`src/rtl/uart_cmd_frame_parser.sv`:
```
// -----------------------------------------------------------------------------
// uart_cmd_frame_parser
//
// Parses command frames arriving byte-by-byte from an even-parity UART receiver:
//   0xA5, 0x5A, CMD, LEN, LEN payload bytes, CHK
// where CHK is the XOR of CMD, LEN and every payload byte. A checked frame is
// held (cmd_valid high, rx_data_ready low) until the consumer pulses cmd_ack.
//
// Handshake: a byte is consumed on every rising clk edge where
// rx_data_valid && rx_data_ready; upstream holds rx_data/rx_data_valid until then.
//
// Ports:
//   clk, rst_n      - clock (rising edge), asynchronous active-low reset
//   rx_data         - byte from the UART receiver
//   rx_data_valid   - rx_data valid, held until accepted
//   rx_data_ready   - parser can take a byte (low only while a frame is held)
//   parity_err      - one-cycle pulse from the receiver, no byte delivered
//   cmd_valid       - a complete, checksum-verified frame is held
//   cmd_code        - CMD byte of the held frame
//   cmd_len         - payload length of the held frame
//   cmd_ack         - consumer releases the held frame
//   pl_rd_addr      - payload buffer read index
//   pl_rd_data      - payload byte at pl_rd_addr (combinational read)
//   frame_err       - one-cycle error pulse
//   err_code        - last error cause: 0 timeout, 1 parity, 2 length, 3 checksum
//   state_dbg       - current FSM state, for observation only
// -----------------------------------------------------------------------------
module uart_cmd_frame_parser #(
    parameter int MAX_LEN        = 16,
    parameter int TIMEOUT_CYCLES = 40000
) (
    input  logic       clk,
    input  logic       rst_n,
    input  logic [7:0] rx_data,
    input  logic       rx_data_valid,
    output logic       rx_data_ready,
    input  logic       parity_err,
    output logic       cmd_valid,
    output logic [7:0] cmd_code,
    output logic [4:0] cmd_len,
    input  logic       cmd_ack,
    input  logic [3:0] pl_rd_addr,
    output logic [7:0] pl_rd_data,
    output logic       frame_err,
    output logic [1:0] err_code,
    output logic [2:0] state_dbg
);

    typedef enum logic [2:0] {
        S_IDLE    = 3'd0,
        S_HDR2    = 3'd1,
        S_CMD     = 3'd2,
        S_LEN     = 3'd3,
        S_PAYLOAD = 3'd4,
        S_CHK     = 3'd5,
        S_HOLD    = 3'd6
    } state_t;

    localparam logic [1:0]  ERR_TIMEOUT  = 2'd0;
    localparam logic [1:0]  ERR_PARITY   = 2'd1;
    localparam logic [1:0]  ERR_LENGTH   = 2'd2;
    localparam logic [1:0]  ERR_CHECKSUM = 2'd3;
    localparam logic [7:0]  MAX_LEN_B    = 8'(MAX_LEN);
    localparam logic [15:0] TMO_LAST     = 16'(TIMEOUT_CYCLES - 1);

    state_t      state;
    logic [7:0]  chk;
    logic [3:0]  idx;
    logic [15:0] tmo_cnt;
    logic [7:0]  pl_buf [16];
    logic        accept;
    logic        active;

    assign rx_data_ready = (state != S_HOLD);
    assign accept        = rx_data_valid && rx_data_ready;
    // States in which a frame is in progress: parity and timeout abort here.
    assign active        = (state != S_IDLE) && (state != S_HOLD);
    assign pl_rd_data    = pl_buf[pl_rd_addr];
    assign state_dbg     = state;

    always_ff @(posedge clk or negedge rst_n) begin
        if (!rst_n) begin
            state     <= S_IDLE;
            cmd_valid <= 1'b0;
            cmd_code  <= 8'h00;
            cmd_len   <= 5'd0;
            frame_err <= 1'b0;
            err_code  <= ERR_TIMEOUT;
            chk       <= 8'h00;
            idx       <= 4'd0;
            tmo_cnt   <= 16'd0;
            for (int i = 0; i < 16; i++) begin
                pl_buf[i] <= 8'h00;
            end
        end else begin
            frame_err <= 1'b0;
            if (active && parity_err) begin
                // Parity wins over a byte accepted in the same cycle: the byte is dropped.
                state     <= S_IDLE;
                frame_err <= 1'b1;
                err_code  <= ERR_PARITY;
                chk       <= 8'h00;
                idx       <= 4'd0;
                tmo_cnt   <= 16'd0;
            end else if (active && !accept && tmo_cnt == TMO_LAST) begin
                state     <= S_IDLE;
                frame_err <= 1'b1;
                err_code  <= ERR_TIMEOUT;
                chk       <= 8'h00;
                idx       <= 4'd0;
                tmo_cnt   <= 16'd0;
            end else begin
                // Every state entry inside a frame happens on an accepted byte,
                // so clearing on accept also clears on entry.
                if (active) begin
                    tmo_cnt <= accept ? 16'd0 : tmo_cnt + 16'd1;
                end
                case (state)
                    S_IDLE: begin
                        if (accept && rx_data == 8'hA5) begin
                            state   <= S_HDR2;
                            tmo_cnt <= 16'd0;
                        end
                    end
                    S_HDR2: begin
                        if (accept) begin
                            if (rx_data == 8'h5A) begin
                                state <= S_CMD;
                            end else if (rx_data != 8'hA5) begin
                                state <= S_IDLE;   // noise, silently dropped
                            end
                        end
                    end
                    S_CMD: begin
                        if (accept) begin
                            cmd_code <= rx_data;
                            chk      <= rx_data;
                            state    <= S_LEN;
                        end
                    end
                    S_LEN: begin
                        if (accept) begin
                            if (rx_data > MAX_LEN_B) begin
                                state     <= S_IDLE;
                                frame_err <= 1'b1;
                                err_code  <= ERR_LENGTH;
                                chk       <= 8'h00;
                                tmo_cnt   <= 16'd0;
                            end else begin
                                cmd_len <= rx_data[4:0];
                                chk     <= chk ^ rx_data;
                                idx     <= 4'd0;
                                state   <= (rx_data == 8'h00) ? S_CHK : S_PAYLOAD;
                            end
                        end
                    end
                    S_PAYLOAD: begin
                        if (accept) begin
                            pl_buf[idx] <= rx_data;
                            chk         <= chk ^ rx_data;
                            if ({1'b0, idx} == cmd_len - 5'd1) begin
                                idx   <= 4'd0;
                                state <= S_CHK;
                            end else begin
                                idx <= idx + 4'd1;
                            end
                        end
                    end
                    S_CHK: begin
                        if (accept) begin
                            chk     <= 8'h00;
                            tmo_cnt <= 16'd0;
                            if (rx_data == chk) begin
                                cmd_valid <= 1'b1;
                                state     <= S_HOLD;
                            end else begin
                                frame_err <= 1'b1;
                                err_code  <= ERR_CHECKSUM;
                                state     <= S_IDLE;
                            end
                        end
                    end
                    S_HOLD: begin
                        if (cmd_ack) begin
                            cmd_valid <= 1'b0;
                            state     <= S_IDLE;
                        end
                    end
                    default: state <= S_IDLE;
                endcase
            end
        end
    end

endmodule
```
`config.mk`:
```
export PLATFORM = sky130hd
export DESIGN_NAME = uart_cmd_frame_parser
export DESIGN_NICKNAME = d
export VERILOG_FILES = /design/src/rtl/uart_cmd_frame_parser.sv
export SDC_FILE = /design/constraint.sdc
export NUM_CORES = 1
export LEC_CHECK = 0
export CORE_UTILIZATION = 60
export CTS_CLUSTER_SIZE = 25
export DETAILED_ROUTE_END_ITERATION = 8
export PLACE_DENSITY = 0.8
export SYNTH_ARGS = -nofsm -noshare
export SYNTH_HDL_FRONTEND = slang
export SYNTH_SLANG_ARGS = --single-unit
```
`constraint.sdc`:
```
create_clock -name clk -period 2.9 [get_ports clk]
set_input_delay 0.58 -clock clk [delete_from_list [all_inputs] [get_ports clk]]
set_output_delay 0.58 -clock clk [all_outputs]
set_load 0.01 [all_outputs]
```
=== Word level (Yosys, flattened, before mapping) ===
Index checks and enable logic that the tools add are counted.
Widths: inputs -> output; s select.

* Logic and storage cells: 153
* Register bits: 176

* Bitwise logic cells: 6
* Add/sub/neg operators: 3
* Equal/unequal tests: 28
* $lt $le $gt $ge: 4
* Multiplexer cells: 64
* Reductions and logical operators: 23

{| class="wikitable"
|+ Operators with widths
! operator !! count
|-
| $bwmux 128 || 1
|-
| $mux 16 || 8
|-
| $mux 8 || 10
|-
| $pmux 16 s3 || 1
|-
| $ne 4x4->1 const B || 11
|-
| $mux 3 || 14
|-
| $bmux 8 s4 || 1
|-
| $demux 8 s4 || 1
|-
| $pmux 8 s4 || 1
|-
| $mux 4 || 6
|-
| $pmux 3 s7 || 1
|-
| $add 16x1->16 const B || 1
|-
| $eq 16x16->1 const B || 1
|-
| $reduce_and 5->1 || 3
|-
| $mux 2 || 6
|-
| $reduce_and 4->1 || 3
|-
| $ge 5x5->1 const B || 2
|-
| $mux 1 || 10
|-
| $not 4->5 || 2
|-
| $eq 3x3->1 const B || 3
|-
| $reduce_and 9->1 || 1
|-
| $eq 8x7->1 const B || 1
|-
| $eq 8x8->1 || 1
|-
| $eq 8x8->1 const B || 1
|-
| 25 further kinds || 38
|}

=== Depth between registers and ports, before layout ===
Gate-level depths: netlist of the first run.

* Depth in word-level cells: 9
* Depth in mapped cells: 7
* Depth with buffers taken out: 7

=== Least setup slack after synthesis of the first run ===
Ideal clock, no wire load.

* Path type: in2out
* From: input port pl_rd_addr[0]
* To: output port pl_rd_data[0]
* Arrival: 2.122 ns
* Slack: 0.198 ns
* Stages: 4
* Required time: 2.320 ns
* Cell sequence: clkbuf_1 buf_2 mux4_2 mux4_2

* Cells in the longest elaborated chain, start to end: 4

{| class="wikitable"
|+ RTL lines
! item !! RTL line !! RTL
|-
| from (decl) || 42 || <nowiki>input logic [3:0] pl_rd_addr,</nowiki>
|-
| $not 4->5 (implied by the code) || 78 || <nowiki>assign pl_rd_data = pl_buf[pl_rd_addr];</nowiki>
|-
| $bmux 8 s4 || 78 ||
|-
| $mux 8 (implied by the code) (2 in a row) || 78 ||
|-
| to (decl) || 43 || <nowiki>output logic [7:0] pl_rd_data,</nowiki>
|}

No other way between the ends. The select of a mux whose other input is x is not followed.

=== Final worst setup path of the first run ===
* From: input port pl_rd_addr[0]
* To: output port pl_rd_data[2]

The elaborated chain is that of the path after synthesis.

==> summary.txt, run 1 <==
gr usage total = 30.5%
area fraction of the dominant cell type after synthesis = 50.2%
synth top area cells = dfrtp_1 (50%), mux2_2 (17%), mux4_2 (10%)
initial core utilization = 62.4%
Clock Path Buffers = 2
total chip power = 6.32 mW
#FFs+latches synth = 176
CTS tree = done
Inserted Clock Buffers = 17
Remaining Overflow, GRT = 0
max_cap viols = 0
initial DRC count = 598
Max Clock Skew = 0.00841 ns
final wirelength = 21100 um
number of H-tree levels = 4
setup ws final = 0.0452 ns
vias in the first global route = 5953
drt pass-1 iters = 5
largest net degree at the start of global routing = 62
syn nets = 673
clock sinks = 176
antenna cell count = 0
most frequent cell after synthesis = dfrtp_1
Fmax = 0.350 GHz
WL/cell = 23.0 um
Hold Path Class = in -> async
placed insts = 873
num ports = 46
Slew @ Worst Pin = 0.581 ns
via density per instance = 6.45
Worst Setup Path Type = in -> out
footprint of the multi-input gates = 4140 sq um
Clock transition at path regs = 0.06 ns
Final Hold Vio Count = 0
Critical Path AT = 2.27 ns
Hold WS = 0.115 ns
worst-skew pair later-pin latency = 0.43 ns
setup violators final = 0
via count = 5918
Setup TNS Final = 0 ns
DRC violations left = 0
share of layout cells above drive strength 1 = 37.7%
initial antenna violation count = 0
Post-CTS Hold Fix Bufs = 0
Die Y = 123 um
average size of a mapped cell = 13.5 sq um
Power Density = 614 nW/um^2
Peak supply drop = 0.589 mV
Cells after Synth = 650
RD Place Congestion = 0.890
Synth area leader = dfrtp_1
Lkg Pwr = 4.96 nW
Port Buffers = 45
Crit. End Element = primary output
period utilization = 98.4%
Root Buffer Master = clkbuf_16
Place WS = -0.341 ns
hpwl dp = 13700 um
die area = 15100 sq um
status = finished, final reports clean
EDFF count, synth = 0
Seq/Total Area, Yosys = 50.2%
Layout area overhead = 17.3%
critical path launch point type = primary input
RSZ-0062 raised after global routing = no
first-pass GRT wire length = 33600 um
synth warn = 0
crit path time final = 2.85 ns
Rows = 43
final net count = 747
Final Max Slew Viols = 0
WP data required = 2.32 ns
DRT antenna net count = 0
DIE WIDTH = 123 um
Core Region = 14000 sq um
Yosys cell types = 60
Commonest cells post-synth = dfrtp_1 (176), mux2_2 (132), mux4_2 (40), nand2_1 (29), nor2_1 (28)
top_reg_cell synth = dfrtp_1
Cell Area, Synth = 8770 sq um
Seq. cell area = 4400 sq um
Post-Layout Cell Count = 917
Fillers = 858
ys async rst share = 100%
worst rel slew slack = 61.3%
Crit Path Max Fanout = 7
path summary, 6_finish.rpt:
path                               start       endpoint  slack, ns  cells past startpoint
setup / recovery           pl_rd_addr[0]  pl_rd_data[2]       0.05                      6
hold / removal                     rst_n     cmd_len[4]       0.12                      1
setup reg to reg            state_dbg[1]         idx[3]       0.71                      5
hold reg to reg               pl_buf[20]     pl_buf[20]       0.50                      1
max in group asynchronous          rst_n    tmo_cnt[10]       2.06                      2
min in group clk              pl_buf[20]     pl_buf[20]       0.50                      1
what timing repair did:
item / in CTS / in global routing
buffers inserted: 5 / 6
gates cloned: 1 / 0
endpoints found under the setup margin: 8 / 3
pin swaps: 0 / 0
gates resized for setup: 15 / 2
worst max-delay path, cell delays in order:
cell	delay [ns]
buf_4	0.13
buf_12	0.14
buf_4	0.15
mux4_2	0.51
mux4_2	0.50
clkdlybuf4s15_1	0.25
metal layers:
| metal | vias up | share of wire, % | wire [um] | track usage [%] |
|---|---|---|---|---|
| met5 | - | 0 | 0 | 0 |
| met4 | 0 | 2.1 | 447 | 10.9 |
| met3 | 37 | 6.5 | 1370 | 6.04 |
| met2 | 253 | 49 | 10300 | 47.4 |
| met1 | 3076 | 42 | 8930 | 42.9 |
| li1 | 2552 | - | - | - |
per-stage QoR:
stage / utilization, % / instance area, sq um
floorplan: - / 8770
global placement: 68.3 / 9600
detailed placement: 68.3 / 9600
CTS: 72.9 / 10200
global route: 73.2 / 10300
finish: 73.2 / 10300
flip-flops by register name, summed over array words and instances, names as in the netlist:
name,cells
idx,4
state_dbg,3
pl_buf,128
err_code,2
cmd_valid,1
chk,8
frame_err,1
cmd_len,5
cmd_code,8
tmo_cnt,16
report_power, final:
| part | switching (mW) | internal (mW) |
|---|---|---|
| clock | 1.04 | 1.21 |
| combinational | 0.640 | 0.554 |
| sequential | 0.218 | 2.65 |
| total | 1.90 | 4.42 |
cell type report:
class	count	share of cell area, %
multi-input combinational	421	40.3
clock buffer	17	4.14
timing repair buffer	94	8.62
clock inverter	15	1.45
inverter	14	0.511
sequential	176	42.8
tap	180	2.19
cell families after synthesis:
kind of cell / Yosys count / synth area share, %
AO/OA/AOI/OAI: 65 / 4.82
flip-flops: 176 / 50.2
AND/OR/NAND/NOR: 136 / 9.60
adder cells (fa/ha/maj): 6 / 0.856
XOR/XNOR: 31 / 3.31
buffers and inverters: 53 / 2.55
multiplexers: 183 / 28.6
layout by cell type, fill, tap and decap left out, types with 13 or more instances in the layout:
cell and n:
nand2_1 29, buf_4 44, mux4_2 40, o21ai_0 25, nor2_1 28, inv_1 14
mux2_2 132, xnor2_1 16, dfrtp_1 176, xor2_1 14, clkdlybuf4s50_1 34, clkbuf_16 17
nand2_4 13
No activity file was read; power rests on OpenSTA's default activity.
==> run 2, diff against run 1 <==
Settings changed: CORE_ASPECT_RATIO set to 2, PLACE_DENSITY 0.8 to 0.86.
==> run 2 against run 1 <==
- total power down 1.6%
- largest cell class unchanged
- cell area decreased by 1.2%
- sequential power about the same
- largest power group unchanged
- global-route usage fell by 0.54 points
- sequential cell count unchanged
==> summary.txt, run 2 (synthesis gave the netlist of run 1 again) <==
status = finished, final reports clean (unchanged)
Post-CTS Hold Fix Bufs = 0 (unchanged)
first-pass GRT wire length = 33500 um (was 33600 um)
most used cell, CP = mux4_2
Hold WS = 0.177 ns (was 0.115 ns)
Root Buffer Master = clkbuf_16 (unchanged)
Cell Area, Placed = 9580 sq um (was 9600 sq um)
Peak supply drop = 0.473 mV (was 0.589 mV)
Fmax = 0.353 GHz (was 0.350 GHz)
vias in the first global route = 6330 (was 5953)
FF-to-FF setup slack = 0.63 ns (was 0.71 ns)
initial DRC count = 414 (was 598)
Clock Path Buffers = 2 (unchanged)
post-CTS setup buffers = 0 (was 5)
WP data required = 2.32 ns (about the same)
number of H-tree levels = 4 (unchanged)
drt pass-1 iters = 5 (unchanged)
DIE WIDTH = 87.5 um (was 123 um)
antenna cell count = 0 (unchanged)
most common cell after layout, fill and taps aside = dfrtp_1 (unchanged)
CP max-delay cell = mux4_2 (unchanged)
Fillers = 949 (was 858)
Die Y = 173 um (was 123 um)
via count = 5717 (was 5918)
Final Max Slew Viols = 0 (unchanged)
CP top delay family = multiplexers (unchanged)
critical path launch point type = primary input (unchanged)
setup violators final = 0 (unchanged)
gr usage total = 29.9% (was 30.5%)
Reg-to-Reg Start = state_dbg[2] (was state_dbg[1])
worst path buffer plus inverter count = 3 (was 4)
WL/cell = 22.7 um (was 23.0 um)
via density per instance = 6.29 (was 6.45)
worst-skew pair later-pin latency = 0.43 ns (about the same)
share of layout cells above drive strength 1 = 35.8% (was 37.7%)
largest registers = pl_buf x128, tmo_cnt x16 (unchanged)
worst r2r dst = pl_buf[117] (was idx[3])
RD Place Congestion = 0.983 (was 0.890)
Remaining Overflow, GRT = 0 (unchanged)
CTS tree = done (unchanged)
Lkg Pwr = 4.88 nW (was 4.96 nW)
Power Density = 612 nW/um^2 (was 614 nW/um^2)
Worst Setup Path Type = in -> out (unchanged)
hpwl dp = 14500 um (was 13700 um)
Largest register FFs = 128 (unchanged)
Crit Path Max Fanout = 16 (was 7)
Slew @ Worst Pin = 0.720 ns (was 0.581 ns)
Levels on crit path = 5 (was 6)
die area = 15100 sq um (about the same)
worst setup path endpoint = pl_rd_data[2] (unchanged)
initial antenna violation count = 0 (unchanged)
Hold Path Class = in -> async (unchanged)
worst rel slew slack = 52.0% (was 61.3%)
worst r2r path cells = 5 (unchanged)
Inserted Clock Buffers = 17 (unchanged)
Max Clock Skew = 0.00942 ns (was 0.00841 ns)
max_cap viols = 0 (unchanged)
Layout area overhead = 15.8% (was 17.3%)
largest net degree at the start of global routing = 76 (was 62)
Core Region = 14400 sq um (was 14000 sq um)
RSZ-0062 raised after global routing = no (unchanged)
clock sinks = 176 (unchanged)
num ports = 46 (unchanged)
Port Buffers = 45 (unchanged)
Critical Path AT = 2.26 ns (was 2.27 ns)
Most flops, register = pl_buf (unchanged)
post_cts resized = 11 (was 15)
DRC violations left = 0 (unchanged)
period utilization = 97.8% (was 98.4%)
CP peak stage delay = 0.53 ns (was 0.51 ns)
Clock transition at path regs = 0.06 ns (about the same)
DRT antenna net count = 0 (unchanged)
commonest cells after routing, fill and taps aside = dfrtp_1 (176), mux2_2 (132), mux4_2 (40) (was dfrtp_1 (176), mux2_2 (132), buf_4 (44))
critical path, cell by cell = buf_2 -> buf_12 -> mux4_2 -> mux4_2 -> dlygate4sd2_1 (was buf_4 -> buf_12 -> buf_4 -> mux4_2 -> mux4_2 -> clkdlybuf4s15_1)
crit path time final = 2.84 ns (was 2.85 ns)
final wirelength = 20600 um (was 21100 um)
final net count = 728 (was 747)
Final Hold Vio Count = 0 (unchanged)
Rows = 62 (was 43)
Crit. End Element = primary output (unchanged)
CP Launch Point = pl_rd_addr[0] (unchanged)
design area = 10200 sq um (was 10300 sq um)
initial core utilization = 61.1% (was 62.4%)
Setup TNS Final = 0 ns (unchanged)
-- run 2: changes by cell type in the layout (fill, tap and decap cells not counted), sizes merged --
cell,change
clkdlybuf4s15,-3
clkinv,+3
clkinvlp,+1
inv,-5
dlygate4sd2,+3
buf,-19
-- run 2: report_power, final --
part           switching (mW)  internal [mW]
sequential              0.216           2.65
clock                   0.981           1.19
combinational           0.642          0.535
-- run 2: area by class of cell --
class	instances	area [sq um]	share of cell area, %
inverters	14	52.6	0.517
well taps	192	240	2.37
repair buffers	75	757	7.45
clock buffers	17	425	4.19
multi-input cells	421	4140	40.8
clock inverters	14	135	1.33
flip-flops and latches	176	4400	43.4
-- run 2: worst min path at each step --
| stage | end | startpoint | slack (ns) | cells after the start |
|---|---|---|---|---|
| 2_1_floorplan | chk[0] | rst_n | 0.28 | 0 |
| 3_3_place_gp | pl_buf[27] | pl_buf[27] | 0.47 | 1 |
| 3_5_place_dp | pl_buf[28] | pl_buf[28] | 0.48 | 1 |
| 4_1_cts | pl_buf[114] | rst_n | 0.20 | 1 |
| 5_1_grt | pl_buf[114] | rst_n | 0.24 | 1 |
| 6_report | pl_buf[106] | rst_n | 0.18 | 1 |
-- run 2: layer usage --
| metal | track usage (%) | vias up | wire [um] |
|---|---|---|---|
| met5 | 0 | - | 0 |
| met4 | 18.5 | 0 | 1140 |
| met3 | 4.30 | 71 | 632 |
| met2 | 53.3 | 194 | 11600 |
| met1 | 32.4 | 2951 | 7230 |
| li1 | - | 2501 | - |
-- run 2: stage by stage --
stage,power [mW],util (%),setup WS [ns],std cells
after global placement,4.00,66.7,-0.290,877
after detailed placement,4.08,66.7,-0.332,877
final,6.21,70.8,0.0636,909
after global routing,6.47,70.8,0.0296,909
after floorplan,3.62,-,0.198,650
after CTS,6.25,70.8,0.0539,909
==> run 3, diff against run 2 <==
Settings changed: CTS_BUF_LIST set to sky130_fd_sc_hd__clkbuf_4 sky130_fd_sc_hd__clkbuf_8 sky130_fd_sc_hd__clkbuf_16, SKIP_LAST_GASP set to 1.
==> run 3 against run 2 <==
- the run now ends with negative setup slack left
- clock power about the same
- via count up 0.49%
- cell count up 0.11%
- count of clock-buffer cells in the layout unchanged
- critical path depth unchanged
- total power up 0.25%
- critical endpoint unchanged
- largest power group unchanged
==> summary.txt, run 3 (synthesis gave the netlist of run 1 again) <==
status = complete, but fails checks (was finished, final reports clean)
failing checks = negative setup slack
Clock Path Buffers = 2 (unchanged)
combinational share of power = 19.0% (was 18.9%)
placed insts = 877 (unchanged)
setup ws final = -0.128 ns (was 0.0636 ns)
final net count = 729 (was 728)
Final Hold Vio Count = 0 (unchanged)
most used cell, CP = mux4_2 (unchanged)
Layout area overhead = 16.3% (was 15.8%)
worst-skew pair later-pin latency = 0.43 ns (about the same)
Largest register FFs = 128 (unchanged)
Cell Area, Placed = 9580 sq um (unchanged)
CP peak stage delay = 0.52 ns (was 0.53 ns)
Net Switching = 1.85 mW (was 1.84 mW)
share of layout cells above drive strength 1 = 35.9% (was 35.8%)
design area = 10200 sq um (about the same)
largest registers = pl_buf x128, tmo_cnt x16 (unchanged)
Fillers = 936 (was 949)
Final Max Slew Viols = 0 (unchanged)
initial DRC count = 400 (was 414)
max_cap viols = 0 (unchanged)
Crit Path Max Fanout = 8 (was 16)
period utilization = 104% (was 97.8%)
Root Buffer Master = clkbuf_16 (unchanged)
Inserted Clock Buffers = 17 (unchanged)
initial antenna violation count = 0 (unchanged)
Worst Setup Path Type = in -> out (unchanged)
CP max-delay cell = mux4_2 (unchanged)
die area = 15100 sq um (unchanged)
Hold WS = 0.170 ns (was 0.177 ns)
Most flops, register = pl_buf (unchanged)
via density per instance = 6.31 (was 6.29)
critical path launch point type = primary input (unchanged)
Clock transition at path regs = 0.06 ns (about the same)
sw frac = 29.7% (was 29.6%)
antenna cell count = 0 (unchanged)
setup violators final = 1 (was 0)
DRT antenna net count = 0 (unchanged)
Lkg Pwr = 4.94 nW (was 4.88 nW)
CTS tree = done (unchanged)
Core Region = 14400 sq um (unchanged)
Max Clock Skew = 0.00957 ns (was 0.00942 ns)
sequential fraction of design power = 46.0% (was 46.2%)
Rows = 62 (unchanged)
first-pass GRT wire length = 33500 um (about the same)
Crit. End Element = primary output (unchanged)
Die Y = 173 um (unchanged)
final wirelength = 20800 um (was 20600 um)
P_int = 4.38 mW (about the same)
worst rel slew slack = 51.5% (was 52.0%)
clock share of power = 35.0% (was 34.9%)
Post-Layout Cell Count = 910 (was 909)
Remaining Overflow, GRT = 0 (unchanged)
RSZ-0062 raised after global routing = yes (was no)
DIE WIDTH = 87.5 um (unchanged)
vias in the first global route = 6333 (was 6330)
via count = 5745 (was 5717)
worst path buffer plus inverter count = 3 (unchanged)
total chip power = 6.23 mW (was 6.21 mW)
clock sinks = 176 (unchanged)
drt pass-1 iters = 5 (unchanged)
DRC violations left = 0 (unchanged)
hpwl dp = 14500 um (unchanged)
crit path time final = 3.03 ns (was 2.84 ns)
critical path, cell by cell = clkbuf_4 -> buf_12 -> mux4_2 -> mux4_2 -> clkdlybuf4s50_1 (was buf_2 -> buf_12 -> mux4_2 -> mux4_2 -> dlygate4sd2_1)
Hold Path Class = in -> async (unchanged)
RD Place Congestion = 0.983 (unchanged)
largest net degree at the start of global routing = 76 (unchanged)
Fmax = 0.330 GHz (was 0.353 GHz)
number of H-tree levels = 4 (unchanged)
Slew @ Worst Pin = 0.727 ns (was 0.720 ns)
most common cell after layout, fill and taps aside = dfrtp_1 (unchanged)
initial core utilization = 61.1% (unchanged)
Critical Path AT = 2.45 ns (was 2.26 ns)
Port Buffers = 45 (unchanged)
commonest cells after routing, fill and taps aside = dfrtp_1 (176), mux2_2 (132), mux4_2 (40) (unchanged)
WL/cell = 22.9 um (was 22.7 um)
CP top delay family = multiplexers (unchanged)
Peak supply drop = 0.475 mV (was 0.473 mV)
FF-to-FF setup slack = 0.63 ns (about the same)
WP data required = 2.32 ns (about the same)
gr usage total = 29.9% (unchanged)
Power Density = 611 nW/um^2 (was 612 nW/um^2)
num ports = 46 (unchanged)
run 3: worst paths after layout:
check,start,to,cells past startpoint
setup / recovery,pl_rd_addr[0],pl_rd_data[2],5
hold / removal,rst_n,pl_buf[114],1
setup reg to reg,state_dbg[2],pl_buf[117],5
hold reg to reg,pl_buf[28],pl_buf[28],1
max in group asynchronous,rst_n,pl_buf[70],2
min in group clk,pl_buf[28],pl_buf[28],1
run 3: per-stage QoR:
| step | TNS [ns] | util, % | setup WS [ns] |
|---|---|---|---|
| 2_1_floorplan | 0 | - | 0.198 |
| 3_3_place_gp | -2.22 | 66.7 | -0.290 |
| 3_5_place_dp | -2.48 | 66.7 | -0.332 |
| 4_1_cts | -0.630 | 70.8 | -0.145 |
| 5_1_grt | -0.137 | 71.1 | -0.137 |
| 6_report | -0.128 | 71.1 | -0.128 |
run 3: power groups by stage:
stage          registers, mW  clock network (mW)  logic [mW]
2_1_floorplan           2.87                   0       0.752
3_3_place_gp            2.89                   0        1.11
3_5_place_dp            2.91                   0        1.16
4_1_cts                 2.87                2.20        1.18
5_1_grt                 2.90                2.30        1.27
6_report                2.87                2.18        1.18
run 3: layout make-up:
| class | count | area [sq um] | share of cell area [%] |
|---|---|---|---|
| clock buffer | 17 | 425 | 4.17 |
| clock inverter | 14 | 135 | 1.32 |
| inverter | 14 | 52.6 | 0.515 |
| multi-input combinational | 421 | 4140 | 40.6 |
| sequential | 176 | 4400 | 43.2 |
| tap | 192 | 240 | 2.36 |
| timing repair buffer | 76 | 801 | 7.85 |
run 3: metal layers:
layer  share of wire [%]  track usage, %  vias to the layer above  wire length, um
met1                  35            32.4                     2975             7330
met5                   0               0                        -                0
met4                 5.7            18.5                        0             1180
li1                    -               -                     2504                -
met2                  56            53.3                      188            11700
met3                 3.0            4.30                       78              616
run 3: timing repair:
action | in CTS | in global routing
setup buffers | 0 | 0
gates cloned | 1 | 1
hold buffers | 0 | 0
pin swaps | 0 | 0
endpoints found under the setup margin | 8 | 5
resized for setup | 6 | 5
